`config.mk`:
```
export PLATFORM = sky130hd
export DESIGN_NAME = fetch2
export DESIGN_NICKNAME = d
export VERILOG_FILES = /design/src/rtl/fetch2.sv
export SDC_FILE = /design/constraint.sdc
export NUM_CORES = 1
export LEC_CHECK = 0
export ABC_AREA = 1
export BUFFER_PORTS_ARGS = -buffer_cell sky130_fd_sc_hd__buf_2
export CORE_ASPECT_RATIO = 0.7
export CORE_MARGIN = 5
export CORE_UTILIZATION = 35
export DETAILED_ROUTE_END_ITERATION = 8
export HOLD_SLACK_MARGIN = 0.06
export PLACE_DENSITY = 0.7
export SYNTH_ARGS = -nofsm -noshare
export SYNTH_HDL_FRONTEND = slang
export SYNTH_SLANG_ARGS = --single-unit
```
`constraint.sdc`:
```
create_clock -name clk -period 2.2 [get_ports clk]
set_input_delay 0.11 -clock clk [delete_from_list [all_inputs] [get_ports clk]]
set_output_delay 0.11 -clock clk [all_outputs]
set_load 0.1 [all_outputs]
```
`src/rtl/fetch2.sv`:
```
// Second fetch stage: registers the fetch pair, predecodes branches,
// pushes to the instruction queue and flags predictor false hits.
module fetch2 (
    input  logic        clk,
    input  logic        resetn,
    input  logic [1:0]  in_pc_valid,
    input  logic [31:0] in_pc,
    input  logic [63:0] in_data,
    input  logic        in_is_ds,
    input  logic        in_bp_taken,
    input  logic [31:0] in_bp_target,
    input  logic        flush,
    input  logic        queue_full,
    output logic [1:0]  push_valid,
    output logic [31:0] push_pc0,
    output logic [31:0] push_pc1,
    output logic [31:0] push_instr0,
    output logic [31:0] push_instr1,
    output logic        push_is_ds0,
    output logic        push_bp_taken,
    output logic [31:0] push_bp_target,
    output logic        bp_bypass_valid,
    output logic [31:0] bp_bypass_pc,
    output logic        bp_bypass_second_is_branch,
    output logic        f2_flush,
    output logic [31:0] f2_flush_pc
);

    logic        r_valid;
    logic [1:0]  r_mask;
    logic [31:0] r_pc;
    logic [63:0] r_data;
    logic        r_is_ds;
    logic        r_bp_taken;
    logic [31:0] r_bp_target;

    logic        push;
    logic        accept;
    logic        br0;
    logic        br1;

    function automatic logic is_branch(input logic [31:0] ins);
        logic r;
        r = 1'b0;
        case (ins[31:26])
            6'b000100, 6'b000101,
            6'b000110, 6'b000111,
            6'b000010, 6'b000011: r = 1'b1;
            6'b000001: r = (ins[19:17] == 3'b000);
            6'b000000: r = (ins[5:1] == 5'b00100);
            default:   r = 1'b0;
        endcase
        return r;
    endfunction

    // REGIMM rt in {00000,00001,10000,10001}: bits [19:17] must be zero
    assign br0 = r_valid && r_mask[0] && is_branch(r_data[31:0]);
    assign br1 = r_valid && r_mask[1] && is_branch(r_data[63:32]);

    assign push     = r_valid && !queue_full && !flush;
    assign f2_flush = push && r_bp_taken && !br0 && !br1;
    assign accept   = !flush && !queue_full && !f2_flush
                      && (in_pc_valid != 2'b00);

    always_ff @(posedge clk) begin
        if (!resetn || flush || (!queue_full && !accept)) begin
            r_valid     <= 1'b0;
            r_mask      <= 2'b00;
            r_pc        <= 32'h0;
            r_data      <= 64'h0;
            r_is_ds     <= 1'b0;
            r_bp_taken  <= 1'b0;
            r_bp_target <= 32'h0;
        end else if (accept) begin
            r_valid     <= 1'b1;
            r_mask      <= in_pc_valid;
            r_pc        <= in_pc;
            r_data      <= in_data;
            r_is_ds     <= in_is_ds;
            r_bp_taken  <= in_bp_taken;
            r_bp_target <= in_bp_target;
        end
    end

    assign push_valid     = push ? r_mask : 2'b00;
    assign push_pc0       = r_pc;
    assign push_pc1       = r_valid ? r_pc + 32'd4 : 32'h0;
    assign push_instr0    = r_data[31:0];
    assign push_instr1    = r_data[63:32];
    assign push_is_ds0    = r_is_ds;
    assign push_bp_taken  = r_bp_taken;
    assign push_bp_target = r_bp_target;

    assign bp_bypass_valid            = push_valid[1] && br1;
    assign bp_bypass_second_is_branch = br1;
    assign bp_bypass_pc               = r_pc;
    assign f2_flush_pc = f2_flush ? r_pc + 32'd8 : 32'h0;

endmodule

```
Yosys cells after proc, flatten, opt, wreduce, memory -nomap -nowiden
Index checks and enable logic that the tools add are counted.
- flip-flop bits (word level): 133
- output and inout bits: 231
- logic and storage cells: 60
- $add $sub $neg: 2
- equality and inequality tests: 16
- mux-type cells: 5
- reduce and logical (&&, ||, !) cells: 30
- operators by type and width (operator ; count):
    $mux 32 ; 2
    $eq 6x3->1 const B ; 8
    $add 32x3->32 const B ; 1
    $add 32x4->32 const B ; 1
    $eq 6x2->1 const B ; 4
    $logic_and 1x1->1 ; 14
    $eq 6x1->1 const B ; 2
    $logic_not 6->1 ; 2
    $reduce_or 6->1 ; 2
    $eq 5x3->1 const B ; 2
    $logic_not 1->1 ; 7
    $logic_not 3->1 ; 2
    $pmux 1 s3 ; 2
    $logic_or 1x1->1 ; 2
    $mux 2 ; 1
    $reduce_bool 2->1 ; 1

Depth between registers and ports, before layout
Gate-level depths: netlist of the first run.
- depth in word-level cells: 13
- depth in mapped cells: 13
- mapped depth without buffers: 11

Least setup slack after synthesis of the first run
OpenSTA, ideal clock, no wires.
- path kind: register to output
- start: reg r_pc[3], in the netlist bp_bypass_pc[3]
- end: out push_pc1[16]
- arrival: 4290 ps
- data required time: 2090 ps
- setup slack: -2200 ps
- cell stages (with the launch flop): 10
- buffers on the path: 0
- path through: dfxtp_1 ha_1 nand2_1 inv_1 nand2_1 nor2_1 nand2_1 inv_1 a21oi_1 a211oi_1
- longest elaborated chain between the ends: 2
- ends and longest elaborated chain (item ; RTL line ; source):
    from (decl) ; 31 ; logic [31:0] r_pc;
    from (signal assigned) ; 77 ; r_pc <= in_pc;
    $add 32x3->32 ; 87 ; assign push_pc1 = r_valid ? r_pc + 32'd4 : 32'h0;
    $mux 32 ; 87 ;
    to (decl) ; 16 ; output logic [31:0] push_pc1,
Every way passes these cells.

Worst setup path in the final report of the first run
- start: reg r_pc[3], in the netlist bp_bypass_pc[3]
- end: out f2_flush_pc[27]
- longest elaborated chain between the ends: 2
- ends and longest elaborated chain (item ; RTL line ; source):
    $add 32x4->32 ; 97 ; assign f2_flush_pc = f2_flush ? r_pc + 32'd8 : 32'h0;
    $mux 32 ; 97 ;
    to (decl) ; 26 ; output logic [31:0] f2_flush_pc
Every way passes these cells.

==> results of run 1 <==
==> cells in the mapped netlist (all sizes together) <==
library cell,number
nor4,1
xnor2,1
nor3b,1
a21oi,28
a31oi,1
nand2,323
o21a,1
ha,2
clkbuf,30
xor2,15
nand3b,3
buf,68
or2,1
nor3,31
o21ai,20
nor2,220
and2,1
a211oi,3
nand3,153
nand4,6
dfxtp,133
inv,188
==> report_power, final <==
| group | switching, uW | internal, uW | leakage, uW | total, uW |
|---|---|---|---|---|
| Combinational | 621 | 386 | 0.00524 | 1010 |
| Sequential | 31.8 | 2380 | 0.00112 | 2420 |
| Clock | 1260 | 1500 | 0.000279 | 2760 |
| Total | 1910 | 4270 | 0.00664 | 6180 |
==> what timing repair did <==
action	CTS	global route
pin swaps	24	38
endpoints found under the setup margin	43	47
resized for setup	73	79
buffers inserted	27	25
hold buffers	131	0
endpoints found under the hold margin	131	0
==> logic make-up after synthesis <==
group	share of synthesized area
xor+xnor	0.0189
compound gates	0.0372
simple gates	0.412
flops	0.359
buf+inv	0.170
fa+ha+maj	0.00337
==> layout make-up <==
class | count | area, sq um
timing repair buffer | 587 | 4930
fill | 1643 | 6650
tap | 276 | 345
clock inverter | 14 | 130
antenna | 1 | 2.50
multi-input combinational | 811 | 4730
inverter | 188 | 731
sequential | 133 | 2860
clock buffer | 18 | 429
==> layer usage <==
layer | global-route usage | up-vias
li1 | - | 4730
met1 | 0.326 | 4538
met2 | 0.437 | 497
met3 | 0.0634 | 95
met4 | 0.103 | 0
met5 | 0 | -
==> cells in the final DEF (no fill, tap or decap), drive strengths merged <==
cell,n
buf,456
nand2,323
nor2,220
inv,195
nand3,153
dfxtp,133
dlygate4sd3,131
nor3,31
a21oi,28
o21ai,20
clkbuf,18
xor2,15
nand4,6
clkinvlp,4
nand3b,3
a211oi,3
clkinv,3
ha,2
diode,1
and2,1
nor4,1
xnor2,1
or2,1
nor3b,1
a31oi,1
o21a,1
==> worst paths after layout <==
check	startpoint	end	slack (ps)	cells after the start
setup / recovery	bp_bypass_pc[3]	f2_flush_pc[27]	-90	12
hold / removal	in_pc[11]	bp_bypass_pc[11]	90	5
setup reg to reg	r_data[3]	push_bp_target[21]	170	13
hold reg to reg	push_bp_target[5]	push_bp_target[5]	520	4
==> sequential cells by signal, indices dropped and copies added, names as in the netlist <==
name            flops
r_valid             1
push_bp_taken       1
r_data             64
r_mask              2
push_is_ds0         1
bp_bypass_pc       32
push_bp_target     32
==> worst max-delay path: stages, from the launching register on <==
cell     delay [ps]
dfxtp_4         390
ha_4            150
nand2_4          60
nor2_4          150
inv_2            60
nor2_4          100
inv_2            70
nor2_4          130
nand2_2         100
nor2_4          130
o21ai_2          80
a21oi_4         160
buf_12          190
==> per-stage QoR <==
step                hold WS (ps)  utilization
floorplan                    317            -
global placement             429        0.545
detailed placement           432        0.545
CTS                         63.2        0.656
global route                93.0        0.680
finish                      90.1        0.680
==> summary.txt, run 1 <==
STA
  • Tcrit/Tclk final: 1.04
  • Fin worst setup slack: -85.9 ps
  • Final Max Slew Viols: 0
  • Tmin final: 2290 ps
  • Worst clock skew: 14.2 ps
  • Setup_tns: -329 ps
  • Final setup fails: 12
  • Worst-Margin Slew: 542 ps
  • Final hold vios: 0
  • RSZ-0062 raised after global routing: yes
  • Maximum clock frequency: 437 MHz
  • Max-Slew Margin vs Limit: 0.641

Synthesis
  • Post-synth top area share: 0.359
  • Yosys reg bits: 133
  • Synth top area cells: dfxtp_1, nand2_1, nor2_1
  • Distinct cells, synth: 29
  • Yosys top cell by area: dfxtp_1
  • Sequential-to-total area share from yosys stat: 0.359
  • Syn nets: 1368
  • Synth Warn #: 0
  • Cells after Synth: 1230
  • Mean Syn Cell Area: 6.04 sq um
  • Mapped Area: 7430 sq um

Global routing
  • Largest net degree at the start of global routing: 87
  • First-pass GRT wire length: 51700 microns
  • Vias in the first global route: 9494
  • Global route total overflow: 0
  • Initial antenna violation count: 1
  • All-Layer GR Usage: 0.262

Routing
  • Routed wire per std cell: 16.6 microns
  • Metal-1 WL: 13400 microns
  • Met2 WL post-DR: 16300 microns
  • Starting DRC count in detailed routing: 645
  • Post-route DRC: 0
  • Met3 routed WL: 2820 microns
  • Drt pass-1 iters: 6
  • DR vias: 9860
  • DR vias/cell: 4.86
  • Max Used Layer: met4
  • Remaining antenna violation count after routing: 0
  • WL final: 33700 microns

Cells and area
  • Layout Nets: 1876
  • Share of cells above drive strength 1: 0.428
  • Area growth from synthesis to layout: 90.6%
  • Non-filler cells, final: 2028
  • Design Area, Final: 14200 sq um

Power and ir drop
  • Total power: 6180 uW
  • Power Density: 436 nW/um^2
  • Lkg Pwr: 0.00664 uW
  • Max VDD drop: 0.378 mV

Clock network
  • Clock buffer depth: 2
  • Num CTS Buffers: 17
  • Clock sinks: 133
  • Clk Tree Root Cell: clkbuf_16
  • # H-tree levels: 4
  • Clock latency on the worst-skew pair: 430 ps
  • CTS tree: done
  • Clock-pin slew on the worst setup and hold paths: 60 ps

Worst setup path
  • Critical Path Fanout Max: 4
  • Kind of critical path: flip-flop to output pin
  • Crit end category: output pin
  • Worst Setup Start Kind: flip-flop
  • Req. time, crit path: 2090 ps
  • Critical Path AT: 2180 ps

Floorplanning
  • Die outline height: 132 microns
  • Ports: 367
  • Core footprint: 20800 sq um
  • Row cnt: 44
  • Area of the die: 24300 sq um
  • Initial Util: 0.357
  • Die width: 184 microns

Placement
  • PortBufs: 366
  • Placed cell count: 1812
  • Dpl cell area: 11300 sq um
  • Detail Placement HPWL: 21900 microns
  • Dpl ws: 52.8 ps
  • Routability cong.: 0.909

Worst hold path
  • HP Class: primary input to flip-flop

Job
  • Max_cap viols: 0

Outcome
  • Outcome: finished, violations left
  • Failing checks: setup timing
Power figures use the tool's default switching activity.
==> run 2, diff against run 1 <==
- CAP_MARGIN: not set -> 20
- CORE_MARGIN: 5 -> 8
==> run 2 against run 1 <==
  * The run still ends with setup timing left
  * Power is 3.8% higher
  * Non-clock buffer count increased by 19
  * Wire length increased by 11%
  * Worst hold slack better by 9.8 ps
  * Die area grew 8.0%
  * Clock-buffer cell count is 2 higher
  * Cell area up 2.3%
  * Critical path type unchanged
  * Largest power group unchanged
==> summary.txt, run 2 (synthesized netlist as in run 1, its figures left out) <==
Power and ir drop
  • Total power: 6410 uW (was 6180 uW)
  • Power Density: 443 nW/um^2 (was 436 nW/um^2)
  • Lkg Pwr: 0.00685 uW (was 0.00664 uW)
  • Max VDD drop: 0.554 mV (was 0.378 mV)

Worst setup path
  • Crit-path most repeated cell: nand2_1 (was nor2_4)
  • Worst Setup Start Kind: flip-flop (unchanged)
  • Req. time, crit path: 2090 ps (about the same)
  • Worst path cell trace: nand2_1 > inv_1 > nand3_2 > inv_2 > nand2_1 > nor3_1 > nand2_1 > xor2_1 > nor2_4 > buf_12 (was ha_4 > nand2_4 > nor2_4 > inv_2 > nor2_4 > inv_2 > nor2_4 > nand2_2 > nor2_4 > o21ai_2 > a21oi_4 > buf_12)
  • Critical Path AT: 2260 ps (was 2180 ps)
  • Slowest stage delay, CP: 410 ps (was 390 ps)
  • Kind of critical path: flip-flop to output pin (unchanged)
  • Worst setup path start: bp_bypass_pc[17] (was bp_bypass_pc[3])
  • Critical Path Fanout Max: 7 (was 4)
  • Crit end category: output pin (unchanged)
  • Reg2reg start: r_data[58] (was r_data[3])
  • CP max-delay cell: dfxtp_4 (unchanged)

Routing
  • Starting DRC count in detailed routing: 826 (was 645)
  • Post-route DRC: 0 (unchanged)
  • WL final: 37400 microns (was 33700 microns)
  • Routed wire per std cell: 18.2 microns (was 16.6 microns)
  • Drt pass-1 iters: 7 (was 6)
  • DR vias/cell: 4.98 (was 4.86)
  • DR vias: 10208 (was 9860)
  • Remaining antenna violation count after routing: 0 (unchanged)

STA
  • RSZ-0062 raised after global routing: yes (unchanged)
  • Max-Slew Margin vs Limit: 0.640 (was 0.641)
  • Worst hold slack: 99.9 ps (was 90.1 ps)
  • Maximum clock frequency: 422 MHz (was 437 MHz)
  • Final hold vios: 0 (unchanged)
  • Worst-Margin Slew: 543 ps (was 542 ps)
  • Fin worst setup slack: -169 ps (was -85.9 ps)
  • Final setup fails: 25 (was 12)
  • Tmin final: 2370 ps (was 2290 ps)
  • Final Max Slew Viols: 0 (unchanged)
  • Tcrit/Tclk final: 1.08 (was 1.04)
  • Worst clock skew: 17.5 ps (was 14.2 ps)

Cells and area
  • Commonest non-fill, non-tap cell in the layout: buf_2 (unchanged)
  • Register with the most flip-flops: r_data (unchanged)
  • Layout Nets: 1895 (was 1876)
  • Max reg flops: 64 (unchanged)
  • Share of cells above drive strength 1: 0.431 (was 0.428)
  • Commonest cells after routing, fill and taps aside: buf_2, nand2_1, inv_1 (unchanged)
  • Area growth from synthesis to layout: 95.1% (was 90.6%)
  • Design Area, Final: 14500 sq um (was 14200 sq um)

Clock network
  • # H-tree levels: 4 (unchanged)
  • Clk Tree Root Cell: clkbuf_16 (unchanged)
  • CTS tree: done (unchanged)
  • Clock buffer depth: 2 (unchanged)
  • Clock sinks: 133 (unchanged)
  • Clock-pin slew on the worst setup and hold paths: 70 ps (was 60 ps)
  • Num CTS Buffers: 17 (unchanged)
  • Clock latency on the worst-skew pair: 420 ps (was 430 ps)

Outcome
  • Failing checks: setup timing (unchanged)
  • Outcome: finished, violations left (unchanged)

Global routing
  • All-Layer GR Usage: 0.252 (was 0.262)
  • Vias in the first global route: 9781 (was 9494)
  • Largest net degree at the start of global routing: 91 (was 87)
  • Global route total overflow: 0 (unchanged)
  • First-pass GRT wire length: 52900 microns (was 51700 microns)
  • Initial antenna violation count: 3 (was 1)

Placement
  • Detail Placement HPWL: 22600 microns (was 21900 microns)
  • Routability cong.: 0.900 (was 0.909)
  • Dpl cell area: 11300 sq um (about the same)
  • PortBufs: 366 (unchanged)

Job
  • Max_cap viols: 0 (unchanged)

Worst hold path
  • Min-delay src: in_data[8] (was in_pc[11])
  • HP Class: primary input to flip-flop (unchanged)

Floorplanning
  • Row cnt: 44 (unchanged)
  • Ports: 367 (unchanged)
  • Area of the die: 26200 sq um (was 24300 sq um)
  • Die outline height: 138 microns (was 132 microns)
  • Core footprint: 20800 sq um (about the same)
  • Initial Util: 0.358 (was 0.357)
  • Die width: 190 microns (was 184 microns)
[run 2: cell count changes in the layout (fill, tap and decap cells not counted), sizes merged]
cell      before  now
inv          195  190
diode          1    4
buf          456  470
bufinv         0    1
clkinvlp       4    6
clkbuf        18   25
[run 2: final timing paths]
path | to | slack (ps) | depth (start not counted)
max | push_pc1[27] | -170 | 10
max reg2reg | r_data[11] | 140 | 12
min | r_data[8] | 100 | 5
min reg2reg | push_bp_target[5] | 510 | 4
[run 2: metal layers]
metal	part of all wire	global-route usage	vias to the layer above
li1	-	-	4780
met1	0.38	0.286	4697
met2	0.48	0.430	610
met3	0.10	0.0897	121
met4	0.042	0.101	0
met5	0	0	-
[run 2: timing repair]
item                       4_1_cts  5_1_grt
hold buffers                   131        0
hold endpoints to repair       131        0
setup buffers                   28       47
gates cloned                     1        4
pin swaps                       29       49
setup endpoints to repair       47       57
gates resized for setup         58      105
[run 2: through the flow]
stage                     utilization  TNS (ps)  instances  setup WS, ps
after floorplan                     -     -2640       1230          -336
after global placement          0.543         0       1805           169
after detailed placement        0.543         0       1805          77.5
after CTS                       0.657      -624       1997         -78.8
after global routing            0.698     -4950       2049          -266
final                           0.698     -1740       2050          -169
[run 2: area by class of cell]
cell class              instances  area, sq um
diodes                          4         10.0
clock buffers                  20          479
inverters                     188          731
fillers                      1502         6270
flip-flops and latches        133         2860
clock inverters                12          129
repair buffers                606         5180
well taps                     276          345
multi-input cells             811         4750
[run 2: power breakdown]
part / total, uW / switching (uW) / internal [uW]
Sequential: 2420 / 33.8 / 2380
Combinational: 1000 / 621 / 383
Clock: 2990 / 1260 / 1730
[run 2: critical path: cells and delay by family (launching register included)]
family	cells	cell delay [ps]
AND/OR/NAND/NOR	6	820
buffers and inverters	3	430
flip-flops	1	410
XOR/XNOR	1	170
